<file path="src/rtl/puf_response_collector.sv">
// PUF response collector: drives the race arbiter through repeated
// arm/fire/sample evaluations, majority-votes VOTES samples per challenge
// bit, assembles an RESP_W-bit response and offers it on a valid/ready port.
// Also counts how many bits had non-unanimous votes.
//
// Handshake: o_resp_valid is high only in DONE and stays high, with
// o_resp_data/o_unstable_cnt stable, until a cycle where i_resp_ready is
// also high; that edge completes the transfer and the FSM returns to IDLE.
module puf_response_collector #(
    parameter int RESP_W = 16,
    parameter int VOTES  = 5,
    parameter int SETTLE = 4
) (
    input  logic                        i_clk,
    input  logic                        i_rst,
    input  logic                        i_start,
    output logic                        o_arb_enable,
    input  logic                        i_arb_out,
    output logic [$clog2(RESP_W)-1:0]   o_bit_idx,
    output logic                        o_busy,
    output logic [RESP_W-1:0]           o_resp_data,
    output logic                        o_resp_valid,
    input  logic                        i_resp_ready,
    output logic [$clog2(RESP_W+1)-1:0] o_unstable_cnt,
    output logic [2:0]                  o_dbg_state
);

    localparam int BW = $clog2(RESP_W);
    localparam int CW = $clog2(RESP_W + 1);
    localparam int VW = $clog2(VOTES + 1);
    localparam int SW = (SETTLE > 1) ? $clog2(SETTLE) : 1;

    typedef enum logic [2:0] {
        S_IDLE   = 3'd0,
        S_ARM    = 3'd1,
        S_FIRE   = 3'd2,
        S_SAMPLE = 3'd3,
        S_DONE   = 3'd4
    } state_t;

    state_t              r_state;
    state_t              w_next;
    logic [SW-1:0]       r_settle_cnt;
    logic [VW-1:0]       r_votes;
    logic [VW-1:0]       r_ones;
    logic [BW-1:0]       r_bit_idx;
    logic [RESP_W-1:0]   r_resp_data;
    logic [CW-1:0]       r_unstable_cnt;

    logic [VW-1:0]       w_votes_inc;
    logic [VW-1:0]       w_ones_inc;
    logic                w_vote_last;
    logic                w_bit_last;
    logic                w_settle_last;
    logic                w_bit_val;
    logic                w_unanimous;

    // Vote arithmetic for the current SAMPLE cycle (counts include this sample).
    always_comb begin
        w_votes_inc   = r_votes + VW'(1);
        w_ones_inc    = r_ones + VW'(i_arb_out);
        w_vote_last   = (w_votes_inc >= VW'(VOTES));
        w_bit_last    = (r_bit_idx == BW'(RESP_W - 1));
        w_settle_last = (r_settle_cnt == SW'(SETTLE - 1));
        w_bit_val     = (w_ones_inc > VW'(VOTES / 2));
        w_unanimous   = (w_ones_inc == '0) || (w_ones_inc == VW'(VOTES));
    end

    // State register.
    always_ff @(posedge i_clk) begin
        if (i_rst) begin
            r_state <= S_IDLE;
        end else begin
            r_state <= w_next;
        end
    end

    // Next-state decode; start is only looked at in IDLE.
    always_comb begin
        w_next = r_state;
        case (r_state)
            S_IDLE:   if (i_start) w_next = S_ARM;
            S_ARM:    w_next = S_FIRE;
            S_FIRE:   if (w_settle_last) w_next = S_SAMPLE;
            S_SAMPLE: begin
                if (w_vote_last && w_bit_last) begin
                    w_next = S_DONE;
                end else begin
                    w_next = S_ARM;
                end
            end
            S_DONE:   if (i_resp_ready) w_next = S_IDLE;
            default:  w_next = S_IDLE;
        endcase
    end

    // Datapath: settle timing, vote accumulation, bit resolution.
    always_ff @(posedge i_clk) begin
        if (i_rst) begin
            r_settle_cnt   <= '0;
            r_votes        <= '0;
            r_ones         <= '0;
            r_bit_idx      <= '0;
            r_resp_data    <= '0;
            r_unstable_cnt <= '0;
        end else begin
            case (r_state)
                S_IDLE: begin
                    r_settle_cnt <= '0;
                    if (i_start) begin
                        r_votes        <= '0;
                        r_ones         <= '0;
                        r_bit_idx      <= '0;
                        r_resp_data    <= '0;
                        r_unstable_cnt <= '0;
                    end
                end
                S_ARM: begin
                    r_settle_cnt <= '0;
                end
                S_FIRE: begin
                    r_settle_cnt <= r_settle_cnt + SW'(1);
                end
                S_SAMPLE: begin
                    if (!w_vote_last) begin
                        r_votes <= w_votes_inc;
                        r_ones  <= w_ones_inc;
                    end else begin
                        r_resp_data[r_bit_idx] <= w_bit_val;
                        if (!w_unanimous) begin
                            r_unstable_cnt <= r_unstable_cnt + CW'(1);
                        end
                        r_votes <= '0;
                        r_ones  <= '0;
                        // bit_idx holds at RESP_W-1 through DONE.
                        if (!w_bit_last) begin
                            r_bit_idx <= r_bit_idx + BW'(1);
                        end
                    end
                end
                default: begin
                end
            endcase
        end
    end

    assign o_arb_enable   = (r_state == S_FIRE);
    assign o_busy         = (r_state != S_IDLE);
    assign o_resp_valid   = (r_state == S_DONE);
    assign o_bit_idx      = r_bit_idx;
    assign o_resp_data    = r_resp_data;
    assign o_unstable_cnt = r_unstable_cnt;
    assign o_dbg_state    = r_state;

endmodule

</file>
<file path="config.mk">
export PLATFORM = sky130hd
export DESIGN_NAME = puf_response_collector
export DESIGN_NICKNAME = d
export VERILOG_FILES = /design/src/rtl/puf_response_collector.sv
export SDC_FILE = /design/constraint.sdc
export NUM_CORES = 1
export LEC_CHECK = 0
export BUFFER_PORTS_ARGS = -buffer_cell sky130_fd_sc_hd__buf_2
export CAP_MARGIN = 10
export CORE_MARGIN = 4
export CORE_UTILIZATION = 55
export DETAILED_ROUTE_END_ITERATION = 7
export GPL_TIMING_DRIVEN = 0
export PLACE_DENSITY = 0.79
export REMOVE_ABC_BUFFERS = 1
export SLEW_MARGIN = 10
export SYNTH_ARGS = -nofsm -noshare
export SYNTH_HDL_FRONTEND = slang
export SYNTH_SLANG_ARGS = --single-unit
</file>
<file path="constraint.sdc">
create_clock -name i_clk -period 3.35 [get_ports i_clk]
set_input_delay 0.335 -clock i_clk [delete_from_list [all_inputs] [get_ports i_clk]]
set_output_delay 0.335 -clock i_clk [all_outputs]
set_load 0.01 [all_outputs]
</file>
== Yosys cells after proc, flatten, opt, wreduce, memory -nomap -nowiden ==
Cells that the tools add are included.

* Output and inout port bits: 31
* Memories kept: 0
* Register bits: 36
* Bits of input ports: 5
* Latch bits: 0
* RAM bits: 0
* Bits in read-only memories: 0

* Mux-type cells: 25
* Div/mod/pow operators: 0
* Multiply operators: 0
* Reduce and logical (&&, ||, !) cells: 14
* Eq/ne operators: 13
* Add/sub/neg operators: 5
* Bitwise operators: 0
* Order comparisons: 4
* Shift operators: 0

{| class="wikitable"
|+ Operators with widths
! kind !! number
|-
| $mux W16 || 2
|-
| $pmux W16 S2 || 1
|-
| $mux W3 || 7
|-
| $bwmux W16 || 1
|-
| $mux W5 || 3
|-
| $pmux W3 S5 || 1
|-
| $mux W4 || 3
|-
| $pmux W3 S2 || 2
|-
| $pmux W5 S2 || 1
|-
| $ne A2 B2 Y1 const B || 4
|-
| $pmux W4 S2 || 1
|-
| $reduce_and A4 Y1 || 2
|-
| $eq A3 B2 Y1 const B || 2
|-
| $eq A3 B3 Y1 const B || 2
|-
| $logic_not A3 Y1 || 2
|-
| $reduce_and A3 Y1 || 2
|-
| $add A5 B1 Y5 const B || 1
|-
| $lt A4 B5 Y1 const B || 1
|-
| $add A4 B1 Y4 const B || 1
|-
| $demux W1 S4 || 1
|-
| $eq A4 B4 Y1 const B || 1
|-
| $ge A4 B1 Y1 const B || 1
|-
| $ne A2 B1 Y1 const B || 2
|-
| $pmux W2 S2 || 1
|-
| other kinds (14) || 16
|}

== Longest topological paths before layout ==
* Word-level depth: 7
* Mapped depth: 8

== Worst setup path after synthesis ==
No wires, ideal clock.

* Kind: register -> register
* From: reg r_votes[0]
* To: reg r_resp_data[11], in the netlist o_resp_data[11]
* Cell stages (with the launch flop): 9
* Library setup time: 132 ps
* Clock period less this slack: 1,910 ps
* Required time: 3,218 ps
* Data arrival time: 1,778 ps
* Setup slack: 1,440 ps
* Cells stage by stage: dfxtp_1 > inv_1 > ha_1 > or3b_1 > and3_1 > buf_2 > buf_2 > nand4_1 > a21oi_1

* Word-level cells in the longest chain between the ends: 4

{| class="wikitable"
|+ Ends and longest elaborated chain
! item !! RTL line !! RTL
|-
| from (decl) || 44 || <nowiki>logic [VW-1:0] r_votes;</nowiki>
|-
| from (signal assigned) || 126 || <nowiki>r_votes <= w_votes_inc;</nowiki>
|-
| $add A3 B1 Y3 || 60 || <nowiki>w_votes_inc = r_votes + VW'(1);</nowiki>
|-
| $ge A3 B3 Y1 || 62 || <nowiki>w_vote_last = (w_votes_inc >= VW'(VOTES));</nowiki>
|-
| $ne A2 B2 Y1 (no source line) || n/a ||
|-
| $reduce_and A3 Y1 (no source line) || n/a ||
|-
| to (signal, indexed assignment) || 129 || <nowiki>r_resp_data[r_bit_idx] <= w_bit_val;</nowiki>
|-
| to (decl) || 47 || <nowiki>logic [RESP_W-1:0] r_resp_data;</nowiki>
|}

No other way between the ends.
A chain may end at the register's enable or synchronous reset.

== Final worst setup path ==
* From: reg r_state[0], in the netlist o_dbg_state[0]
* To: reg r_unstable_cnt[4], in the netlist o_unstable_cnt[4]

* Word-level cells in the longest chain between the ends: 3
* Elaborated cells on any way between the ends: 8
* Those cells by class: eq/ne (4); mux (1); reduce/logical (3)

{| class="wikitable"
|+ Ends and longest elaborated chain
! item !! RTL line !! RTL
|-
| from (decl) || 41 || <nowiki>state_t r_state;</nowiki>
|-
| from (signal assigned) || 74 || <nowiki>r_state <= w_next;</nowiki>
|-
| $eq A3 B2 Y1 / $logic_not A3 Y1 (equally long branches) || 107 || <nowiki>case (r_state)</nowiki>
|-
| $ne A2 B2 Y1 (no source line) / $reduce_bool A2 Y1 (equally long branches) || n/a ||
|-
| $reduce_and A4 Y1 (no source line) || n/a ||
|-
| to (signal assigned) || 131 || <nowiki>r_unstable_cnt <= r_unstable_cnt + CW'(1);</nowiki>
|-
| to (decl) || 48 || <nowiki>logic [CW-1:0] r_unstable_cnt;</nowiki>
|}

Several ways; a longest one is shown, not always the timed one.

==> results.sh <==
export IMPL_critPathSlowestCell="nor3_1"
export IMPL_start_util=0.570
export IMPL_ant_nets=0
export IMPL_hold_viol=0
export IMPL_path_max_fanout=22
export IMPL_max_freq_mhz=418
export IMPL_drive_gt1_frac=0.183
export IMPL_post_route_util=0.619
export IMPL_worstPathRequired_ps=3610
export IMPL_cp_top_family="simple AND/OR/NAND/NOR gates"
export IMPL_placed_cell_area_um2=2040
export IMPL_seqPwrFrac=0.609
export IMPL_syn_avg_cell_area_um2=8.48
export IMPL_insertion_delay_ps=350
export IMPL_grt_max_degree=33
export IMPL_cp_arrival_ps=2650
export IMPL_clockBufferDepth=2
export IMPL_n_fill_cell=328
export IMPL_clock_skew_ps=9.08
export IMPL_yosysTopAreaCellShare=0.376
export IMPL_port_buffers=35
export IMPL_whs_ps=238
export IMPL_outcome="complete, no violations"
export IMPL_p_int_uw=532
export IMPL_finalWirelength_um=4180
export IMPL_yosys_warnings=0
export IMPL_fin_crit_sh=0.715
export IMPL_num_antenna_cells=0
export IMPL_async_reset_ff_frac=0
export IMPL_relSlewSlack=0.417
export IMPL_area_delta_synth_final_pct=8.62
export IMPL_wl_met2_um=2010
export IMPL_p_sw_frac=0.265
export IMPL_drt_first_pass_iters=4
export IMPL_io_pins=36
export IMPL_root_buffer="clkbuf_4"
export IMPL_cp_num_buf_inv=0
export IMPL_clkPwrFrac=0.301
export IMPL_finalSetupViolations=0
export IMPL_synth_area_top_cells="dfxtp_1 (38%), a21oi_1 (11%), ha_1 (6.5%)"
export IMPL_die_x_um=67.0
export IMPL_met3WireLength_um=170
export IMPL_gr_usage_all_layers=0.195
export IMPL_die_h_um=67.0
export IMPL_drtIter0Drc=119
export IMPL_design_area_um2=2080
export IMPL_tightest_slew_ps=871
export IMPL_start_kind="flip-flop"
export IMPL_final_common_cell="a21oi_1"
export IMPL_hpwl_um=2850
export IMPL_die_area_um2=4490
export IMPL_synth_top_area_cell="dfxtp_1"
export IMPL_pwr_density_cell_nw_per_um2=348
export IMPL_fin_setup_tns_ps=0
export IMPL_cpPeakStageDelay_ps=760
export IMPL_cts_tree="built"
export IMPL_crit_type="reg2reg"
export IMPL_leakage_uw=0.000841
export IMPL_num_rows=21
export IMPL_cts_htree_levels=2
export IMPL_synth_edf_count=0
export IMPL_cap_violations=0
export IMPL_clk_pin_slew_worst_paths_ps=110
export IMPL_overflow=0
export IMPL_vias_per_cell=5.94
export IMPL_min_period_ps=2390
export IMPL_yosys_cell_types_count=46
export IMPL_gp_congestion=0.732
export IMPL_drt_met1_wl_um=1940
export IMPL_path_cells="nand3b_1, nor3_1, nor4_1, o21a_1"
export IMPL_routed_via_count=1734
export IMPL_hold_class="in2reg"
export IMPL_cts_hold_buf=0
export IMPL_synth_ff_type="dfxtp_1"
export IMPL_syn_area_um2=1920
export IMPL_routedWlPerCell_um=14.3
export IMPL_ir_worst_vdd_mv=0.249
export IMPL_post_cts_resized=0
export IMPL_final_nets=261
export IMPL_seq_area_frac_synth=0.376
export IMPL_drc=0
export IMPL_synth_cells=226
export IMPL_grt_pass1_vias=1469
export IMPL_cts_buffers=5
export IMPL_top_layer="met4"
export IMPL_p_switching_uw=192
export IMPL_final_cell_mix="a21oi_1 (41), dfxtp_1 (36), buf_2 (35)"
export IMPL_rsz0062_at_grt="no"
export IMPL_grt_pass1_wl_um=6680
export IMPL_antenna_found_initial=0
export IMPL_drv_slew=0
export IMPL_coreArea_um2=3360
export IMPL_comb_power_share=0.089
export IMPL_post_cts_setup_buffer_count=0
export IMPL_ys_seq_elements=36
export IMPL_cts_sinks=36
export IMPL_crit_path_end_kind="flip-flop"
## sequential cells by signal (all words and copies together) (netlist names)
register and count:
o_bit_idx 4, o_dbg_state 3, o_resp_data 16, o_unstable_cnt 5
r_ones 3, r_settle_cnt 2, r_votes 3
## synth_stat cells (all sizes together) (3+ instances only)
cell type	instances
buf	13
or4	4
a32oi	3
dfxtp	36
nand3	6
nor3	4
nor2b	4
inv	8
a21oi	41
clkbuf	9
ha	10
nand2	4
nand4	15
o21ai	21
nor2	12
## stage by stage
| stage | setup WS (ps) | cells | power, uW |
|---|---|---|---|
| 2_1_floorplan | 1380 | 204 | 490 |
| 3_3_place_gp | 1060 | 285 | 515 |
| 3_5_place_dp | 956 | 285 | 516 |
| 4_1_cts | 953 | 292 | 731 |
| 5_1_grt | 606 | 292 | 756 |
| 6_report | 956 | 292 | 724 |
## path summary, 6_finish.rpt
path	startpoint	endpoint	slack, ps	cells after the start
worst min-delay path	i_resp_ready	o_dbg_state[2]$_SDFFE_PP0P_	240	3
worst min register to register	o_resp_data[11]$_SDFFE_PP0P_	o_resp_data[11]$_SDFFE_PP0P_	480	2
worst max-delay path	o_dbg_state[0]$_SDFFE_PP0P_	o_unstable_cnt[4]$_SDFFE_PP0P_	960	4
worst max register to register	o_dbg_state[0]$_SDFFE_PP0P_	o_unstable_cnt[4]$_SDFFE_PP0P_	960	4
## cell type report
class | instances | area, um2 | area share
Timing Repair Buffer | 35 | 175 | 0.0841
Clock buffer | 6 | 41.3 | 0.0198
Clock inverter | 1 | 5.00 | 0.00240
Multi-Input combinational cell | 160 | 1050 | 0.505
Inverter | 8 | 30.0 | 0.0144
Tap cell | 46 | 57.6 | 0.0276
Sequential cell | 36 | 721 | 0.346
## power by group through the flow
stage	Sequential [uW]	Combinational [uW]	Clock [uW]
global route	442	73.1	240
global placement	451	64.0	0
finish	441	64.7	218
detailed placement	451	65.2	0
floorplan	451	39.8	0
CTS	441	65.1	225
## tightest hold or removal path: stages
cell      delay, ps
buf_2            70
nand2b_1         90
a21oi_1          60
## cells by family after synthesis
logic type / share of synthesized area
AO/OA/AOI/OAI: 0.245
AND/OR/NAND/NOR: 0.208
flip-flops: 0.376
buffers and inverters: 0.0751
adder cells (fa/ha/maj): 0.0653
XOR/XNOR: 0.0255
multiplexers: 0.00522
## layer usage
| metal | GRT usage | vias up |
|---|---|---|
| met4 | 0.0709 | 0 |
| met3 | 0.0556 | 8 |
| met2 | 0.304 | 35 |
| li1 | - | 870 |
| met5 | 0 | - |
| met1 | 0.254 | 821 |
No activity file was read; power rests on OpenSTA's default activity.
